## src/rtl/top_entity_pkg.sv

```systemverilog
// rtl/top_entity_pkg.sv - shared constants, types and stream indices for top_entity
package top_entity_pkg;

  typedef logic signed [63:0] int64_t;

  localparam int     NUM_STAGES_DEF = 5;
  localparam int64_t CMP_CONST_DEF  = 64'sd5;

  // Bit positions of the per-stream enable/aktv vectors; the 1-bit streams
  // come first so they can be handled with a single loop.
  typedef enum logic [2:0] {
    STR_LT       = 3'd0,
    STR_GT       = 3'd1,
    STR_NEQ      = 3'd2,
    STR_NOT_A    = 3'd3,
    STR_A_IMPL_B = 3'd4,
    STR_TIME     = 3'd5
  } stream_idx_e;

  localparam int NUM_STREAMS      = 6;
  localparam int NUM_BOOL_STREAMS = 5;

endpackage

```

## src/rtl/llc_stage_counter.sv

```systemverilog
// rtl/llc_stage_counter.sv - LLC stage counter and enabled-cycle counter
// Ports:
//   clk, rst        clock, asynchronous active-high reset
//   en              advance both counters when 1, hold otherwise
//   llc_stage       0..NUM_STAGES-1, wraps
//   hlc_clock_cnt   number of enabled cycles since reset (wraps at 2^64)
module llc_stage_counter
  import top_entity_pkg::*;
#(
  parameter int NUM_STAGES = NUM_STAGES_DEF
) (
  input  logic   clk,
  input  logic   rst,
  input  logic   en,
  output int64_t llc_stage,
  output int64_t hlc_clock_cnt
);

  always_ff @(posedge clk or posedge rst) begin
    if (rst) begin
      llc_stage     <= '0;
      hlc_clock_cnt <= '0;
    end else if (en) begin
      if (llc_stage == int64_t'(NUM_STAGES - 1)) llc_stage <= '0;
      else                                       llc_stage <= llc_stage + 64'sd1;
      hlc_clock_cnt <= hlc_clock_cnt + 64'sd1;
    end
  end

endmodule

```

## src/rtl/top_entity.sv

```systemverilog
// rtl/top_entity.sv - HLC event acceptance and two-stage stream evaluation
// Ports:
//   clk, rst, en                      clock, async active-high reset, global enable
//   input_{a,b,id}, new_input_*       input values and their new-value flags
//   hlc_clock, hlc_clock_cnt          event pulse, enabled-cycle count
//   hlc_a, hlc_b, hlc_id              latched input values
//   hlc_en_*                          per-stream enables, valid with hlc_clock
//   llc_stage                         current LLC stage
//   output_*, output_*_aktv           stream values and one-cycle valid pulses
module top_entity
  import top_entity_pkg::*;
#(
  parameter int     NUM_STAGES = NUM_STAGES_DEF,
  parameter int64_t CMP_CONST  = CMP_CONST_DEF
) (
  input  logic   clk,
  input  logic   rst,
  input  logic   en,
  input  logic   input_a,
  input  logic   new_input_a,
  input  logic   input_b,
  input  logic   new_input_b,
  input  int64_t input_id,
  input  logic   new_input_id,
  output logic   hlc_clock,
  output int64_t hlc_clock_cnt,
  output logic   hlc_a,
  output logic   hlc_b,
  output int64_t hlc_id,
  output logic   hlc_en_lt,
  output logic   hlc_en_gt,
  output logic   hlc_en_neq,
  output logic   hlc_en_not_a,
  output logic   hlc_en_a_impl_b,
  output logic   hlc_en_time_stream,
  output int64_t llc_stage,
  output logic   output_lt,
  output logic   output_lt_aktv,
  output logic   output_gt,
  output logic   output_gt_aktv,
  output logic   output_neq,
  output logic   output_neq_aktv,
  output logic   output_not_a,
  output logic   output_not_a_aktv,
  output logic   output_a_impl_b,
  output logic   output_a_impl_b_aktv,
  output int64_t output_time_stream,
  output logic   output_time_stream_aktv
);

  logic                        any_new;
  logic                        accept;
  logic [NUM_STREAMS-1:0]      en_next;
  logic [NUM_STREAMS-1:0]      hlc_en;
  logic [NUM_STREAMS-1:0]      aktv_q;
  logic [NUM_BOOL_STREAMS-1:0] str_val;
  logic [NUM_BOOL_STREAMS-1:0] out_q;
  int64_t                      out_time;

  llc_stage_counter #(.NUM_STAGES(NUM_STAGES)) u_counter (
    .clk          (clk),
    .rst          (rst),
    .en           (en),
    .llc_stage    (llc_stage),
    .hlc_clock_cnt(hlc_clock_cnt)
  );

  always_comb begin
    any_new               = new_input_a | new_input_b | new_input_id;
    accept                = en && (llc_stage == '0) && any_new;
    en_next               = '0;
    en_next[STR_LT]       = new_input_id;
    en_next[STR_GT]       = new_input_id;
    en_next[STR_NEQ]      = new_input_a & new_input_b;
    en_next[STR_NOT_A]    = new_input_a;
    en_next[STR_A_IMPL_B] = new_input_a & new_input_b;
    en_next[STR_TIME]     = any_new;
  end

  // Stream values are computed from the latched inputs, so they are valid
  // on the edge after acceptance.
  always_comb begin
    str_val               = '0;
    str_val[STR_LT]       = hlc_id < CMP_CONST;
    str_val[STR_GT]       = hlc_id > CMP_CONST;
    str_val[STR_NEQ]      = hlc_a != hlc_b;
    str_val[STR_NOT_A]    = ~hlc_a;
    str_val[STR_A_IMPL_B] = ~hlc_a | hlc_b;
  end

  always_ff @(posedge clk or posedge rst) begin
    if (rst) begin
      hlc_clock <= 1'b0;
      hlc_en    <= '0;
      hlc_a     <= 1'b0;
      hlc_b     <= 1'b0;
      hlc_id    <= '0;
      out_q     <= '0;
      out_time  <= '0;
      aktv_q    <= '0;
    end else if (en) begin
      if (accept) begin
        hlc_clock <= 1'b1;
        hlc_en    <= en_next;
        if (new_input_a)  hlc_a  <= input_a;
        if (new_input_b)  hlc_b  <= input_b;
        if (new_input_id) hlc_id <= input_id;
      end else begin
        hlc_clock <= 1'b0;
        hlc_en    <= '0;
      end

      if (hlc_clock) begin
        for (int i = 0; i < NUM_BOOL_STREAMS; i++) begin
          if (hlc_en[i]) out_q[i] <= str_val[i];
        end
        // The counter has advanced exactly once since acceptance (it freezes
        // with en), so the pre-increment sample is the current value minus one.
        if (hlc_en[STR_TIME]) out_time <= hlc_clock_cnt - 64'sd1;
        aktv_q <= hlc_en;
      end else begin
        aktv_q <= '0;
      end
    end
  end

  assign hlc_en_lt               = hlc_en[STR_LT];
  assign hlc_en_gt               = hlc_en[STR_GT];
  assign hlc_en_neq              = hlc_en[STR_NEQ];
  assign hlc_en_not_a            = hlc_en[STR_NOT_A];
  assign hlc_en_a_impl_b         = hlc_en[STR_A_IMPL_B];
  assign hlc_en_time_stream      = hlc_en[STR_TIME];

  assign output_lt               = out_q[STR_LT];
  assign output_gt               = out_q[STR_GT];
  assign output_neq              = out_q[STR_NEQ];
  assign output_not_a            = out_q[STR_NOT_A];
  assign output_a_impl_b         = out_q[STR_A_IMPL_B];
  assign output_time_stream      = out_time;

  assign output_lt_aktv          = aktv_q[STR_LT];
  assign output_gt_aktv          = aktv_q[STR_GT];
  assign output_neq_aktv         = aktv_q[STR_NEQ];
  assign output_not_a_aktv       = aktv_q[STR_NOT_A];
  assign output_a_impl_b_aktv    = aktv_q[STR_A_IMPL_B];
  assign output_time_stream_aktv = aktv_q[STR_TIME];

endmodule

```

## config.mk

```make
export PLATFORM = sky130hd
export DESIGN_NAME = top_entity
export DESIGN_NICKNAME = d
export VERILOG_FILES = /design/src/rtl/top_entity_pkg.sv /design/src/rtl/llc_stage_counter.sv /design/src/rtl/top_entity.sv
export SDC_FILE = /design/constraint.sdc
export NUM_CORES = 1
export LEC_CHECK = 0
export CORE_MARGIN = 4
export CORE_UTILIZATION = 45
export DETAILED_ROUTE_END_ITERATION = 8
export PLACE_DENSITY = 0.85
export SYNTH_ARGS = -nofsm -noshare
export SYNTH_HDL_FRONTEND = slang
export SYNTH_SLANG_ARGS = --single-unit
```

## constraint.sdc

```tcl
create_clock -name clk -period 17.9 [get_ports clk]
set_input_delay 2.685 -clock clk [delete_from_list [all_inputs] [get_ports clk]]
set_output_delay 2.685 -clock clk [all_outputs]
set_load 0.005 [all_outputs]
```

# [After elaboration in Yosys (flattened, before gate mapping)]
# Index checks and enable logic that the tools add are counted.
[totals] ff_bits=276 in_bits=72 output_inout_bits=276 wordCells=42
[op_classes] n_addsub=3 n_lt_le_gt_ge=2 n_eq_ne=2 mux=4 n_bitwise=5 n_reduce_logical=12
[op_table] cell="$add A64 B2 Y64 const B" n=2
[op_table] cell="$eq A64 B4 Y1 const B" n=1
[op_table] cell="$gt A64 B4 Y1 const B" n=1
[op_table] cell="$logic_not A64 Y1" n=1
[op_table] cell="$lt A64 B4 Y1 const B" n=1
[op_table] cell="$mux W64" n=1
[op_table] cell="$sub A64 B2 Y64 const B" n=1
[op_table] cell="$reduce_and A3 Y1" n=9
[op_table] cell="$mux W6" n=2
[op_table] cell="$or A1 B1 Y1" n=3
[op_table] cell="$logic_and A1 B1 Y1" n=2
[op_table] cell="$and A1 B1 Y1" n=1
[op_table] cell="$mux W1" n=1
[op_table] cell="$ne A1 B1 Y1" n=1
[op_table] cell="$not A1 Y1" n=1

# [Longest topological paths before layout]
[logic_depth] ltp_word=4 depth_mapped=9 depth_no_buf=7

# [Modules after synthesis]
# Synthesis repeated with hierarchy kept, for this count alone.
[hier_totals] hier_cells=1277 area_unflattened_um2=13394.1
[by_module_without_submodules] module="top_entity" instances=1 cells_per_inst=673 area_per_inst_um2=6972.9 seq_area_each_um2=3578.4
[by_module_without_submodules] module="llc_stage_counter" instances=1 cells_per_inst=604 area_per_inst_um2=6421.2 seq_area_each_um2=3203.1

# [Worst setup path before layout]
# Ideal clock, no wire load.
[synth_path] path_type="input port to flip-flop" start="in en" end="reg u_counter.llc_stage[54]" setup_time_ns=0.080 arrival_time_ns=4.360 t_required_ns=17.820 setup_slack_ns=13.460 path_stages=8 path_buffers=3 cell_sequence="nand4_1 or2_2 clkbuf_1 or3_1 clkbuf_1 clkbuf_1 nor3_1 xnor2_1"
[synth_lines] item="start, declared" line="top_entity.sv:18" rtl="input logic en,"
[synth_lines] item="end signal, assigned" line="llc_stage_counter.sv:25" rtl="else llc_stage <= llc_stage + 64'sd1;"
[synth_lines] item="end, declared" line="llc_stage_counter.sv:15" rtl="output int64_t llc_stage,"

==> impl_metrics.csv <==
group,metric,value,unit
worst_setup_path,worstPathMaxFanout,24,
cts,clockBufferDepth,3,
worst_setup_path,crit_type,"input pin to register",
synth,ys_warn_count,0,
floorplanning,core_area,0.02801,sq mm
sta,maxClockFrequency,181.6,MHz
global_route,grt_pass1_wl,63160,microns
global_route,antenna_found_initial,0,
cells_and_area,multi_input_area,0.005635,sq mm
global_route,grt_remaining_overflow,0,
cells_and_area,final_cells,1961,
power_and_ir_drop,vdd_drop_max,0.06189,mV
drt,dr.pass1.iters,5,
synth,synth_edf_count,0,
cts,cts.sink_count,271,
synth,syn_nets,1333,
cts,post_cts_buffers,0,
floorplanning,io_pins,348,
synth,yosys.area.top_type_share,0.5266,
cts,clk_latency,0.56,ns
drt,wl_per_cell,20.54,microns
place,dp.cells,1905,
floorplanning,rows,61,
cells_and_area,fin_util,0.6309,
cts,ctsHoldBuffers,0,
sta,finalMaxSlewViolations,0,
floorplanning,die_y,177.2,microns
drt,vias_per_cell,5.724,
synth,yosysSeqAreaShare,0.5266,
synth,synthArstFlopShare,1.000,
run,maxCapViolations,0,
floorplanning,start_util,0.4597,
worst_hold_path,hp-class,"register to register",
synth,ys.flop_type,"dfrtp_1",
sta,tns,0,ns
place,gp_congestion,0.9226,
power_and_ir_drop,p_leak,7.676,nW
worst_setup_path,startpoint_type,"input pin",
worst_setup_path,arrival,5.97,ns
cells_and_area,drive_gt1_frac,0.09097,
synth,yosysUniqueCellTypes,49,
cells_and_area,final_common_cell,"clkdlybuf4s50_1",
sta,skew,0.02643,ns
global_route,grt_max_degree,130,
cells_and_area,fillers,2128,
cells_and_area,nNetsFinal,1636,
sta,setup_viol,0,
run_status,status,"finished clean",
sta,rsz0062_at_grt,"false",
cts,cts_resized,0,
cells_and_area,antenna_cells,0,
cts,cts_buffers,30,
synth,syn_inst,1256,
sta,maxSlewHeadroom,0.2310,
global_route,grt_usage,0.2491,
cells_and_area,register_area,0.006782,sq mm
place,place_area,0.01657,sq mm
synth,synth-seq-cells,271,
global_route,first_global_vias,11230,
drt,vias,11220,
place,hpwl,28480,microns
synth,netlist_area,0.01288,sq mm
synth,synth_area_leader_cell,"dfrtp_1",
sta,hold_viol,0,
cts,cts-root-buf,"clkbuf_16",
cells_and_area,areaGrowthSynthToFinish,37.24,%
sta,fin_crit_sh,0.3076,
synth,postSynthAreaPerCell,10.25,sq um
place,io_buffers,347,
power_and_ir_drop,powerDensity,87.96,mW/mm^2
worst_setup_path,worstPathRequired,18.36,ns
cells_and_area,final_cell_mix,"clkdlybuf4s50_1, dfrtp_1, nand2_1",
synth,synth.area.top_cells,"dfrtp_1, mux2_2, xnor2_1, xor2_1, nand2_1",
floorplanning,chipWidth,177.2,microns
cells_and_area,fin_area,0.01767,sq mm
sta,worst_pin_slew,1.150,ns
floorplanning,die_area,0.03139,sq mm
drt,first_iter_violations,949,
sta,period_needed,5.506,ns
cts,tritoncts,"built",
drt,drt-total-wl,40270,microns
cts,clk_pin_slew,0.06,ns
drt,ant_nets,0,
drt,remaining_drc_errors,0,
worst_setup_path,endpoint_kind,"register",
cts,cts.htree.levels,1,
[power breakdown]
| group | leakage [nW] | internal (W) | switching, W | total, W |
|---|---|---|---|---|
| clock network | 0.536 | 0.000421 | 0.000253 | 0.000673 |
| registers | 3.63 | 0.000640 | 0.0000419 | 0.000682 |
| logic | 3.51 | 0.000105 | 0.0000945 | 0.000199 |
| total | 7.68 | 0.00117 | 0.000389 | 0.00155 |
[cells in the mapped netlist, drive strengths merged, types with 2 or more instances]
library cell and count:
nand2 114, nand4 55, o21ai 62, inv 30, nor4b 2, and4 14
xnor2 80, nor3b 2, or4 23, and3 10, ha 5, xor2 76
nand2b 3, a21o 3, o41ai 2, or2 4, a31oi 26, nand4b 2
nor2 83, clkbuf 73, or3 28, and2 8, o31a 2, a21oi 3
o31ai 10, nand3 55, buf 14, nor3 58, a31o 2, mux2 66
nand3b 2, dfrtp 271, nor4 58
[cell type report]
type	count	area share
Sequential cell	271	0.3837
Multi-Input combinational cell	868	0.3189
Clock buffer	44	0.05112
Clock inverter	12	0.01154
Tap cell	378	0.02676
Timing Repair Buffer	358	0.2012
Inverter	30	0.006796
[sequential cells by signal, summed over array words and instances (netlist names)]
signal                   flops
aktv_q                       4
hlc_a                        1
output_time_stream          64
u_counter.llc_stage         64
hlc_id                      64
hlc_b                        1
hlc_en                       3
u_counter.hlc_clock_cnt     64
out_q                        5
hlc_clock                    1
[worst paths after layout]
path,startpoint,to,slack [ns],cells after the start
setup / recovery,en,u_counter.llc_stage[60]$_DFFE_PP0P_,12.39,6
max in group asynchronous,rst,output_time_stream[45]$_DFFE_PP0P_,13.66,3
hold reg to reg,output_time_stream[10]$_DFFE_PP0P_,output_time_stream[10]$_DFFE_PP0P_,0.48,2
setup reg to reg,u_counter.hlc_clock_cnt[2]$_DFFE_PP0P_,output_time_stream[49]$_DFFE_PP0P_,14.56,6
hold / removal,output_time_stream[10]$_DFFE_PP0P_,output_time_stream[10]$_DFFE_PP0P_,0.48,2
min in group asynchronous,rst,hlc_id[24]$_DFFE_PP0P_,2.71,2
[stage by stage]
stage	hold WS (ns)	total power, W	setup WS, ns
detailed placement	0.4600	0.0008905	11.91
finish	0.4781	0.001554	12.39
global route	0.5063	0.001617	12.20
CTS	0.4808	0.001566	12.47
global placement	0.4521	0.0008836	11.99
floorplan	0.4628	0.0007836	7.748
[per-layer routing]
metal  global-route usage  vias up  part of all wire
met2               0.4262      570              0.50
met3              0.06067       90             0.092
met5                    0        -                 0
li1                     -     5045                 -
met4              0.07544        0             0.029
met1               0.3145     5519              0.38
[cell families (layout without fill, tap and decap cells)]
logic type,Yosys count,in the layout,share of synthesized area
AND/OR/NAND/NOR,524,524,0.2136
multiplexers,67,67,0.05849
AO/OA/AOI/OAI,116,116,0.05344
XOR/XNOR,156,156,0.1061
buffers and inverters,117,444,0.03692
flip-flops,271,271,0.5266
adder cells (fa/ha/maj),5,5,0.004858
[critical path, cell delays in order]
cell	delay (ns)
clkdlybuf4s50_1	1.23
nand4_1	0.32
or2_2	0.44
or3_1	0.67
nor4_1	0.43
xor2_1	0.18
(Power assumes the default switching activity.)
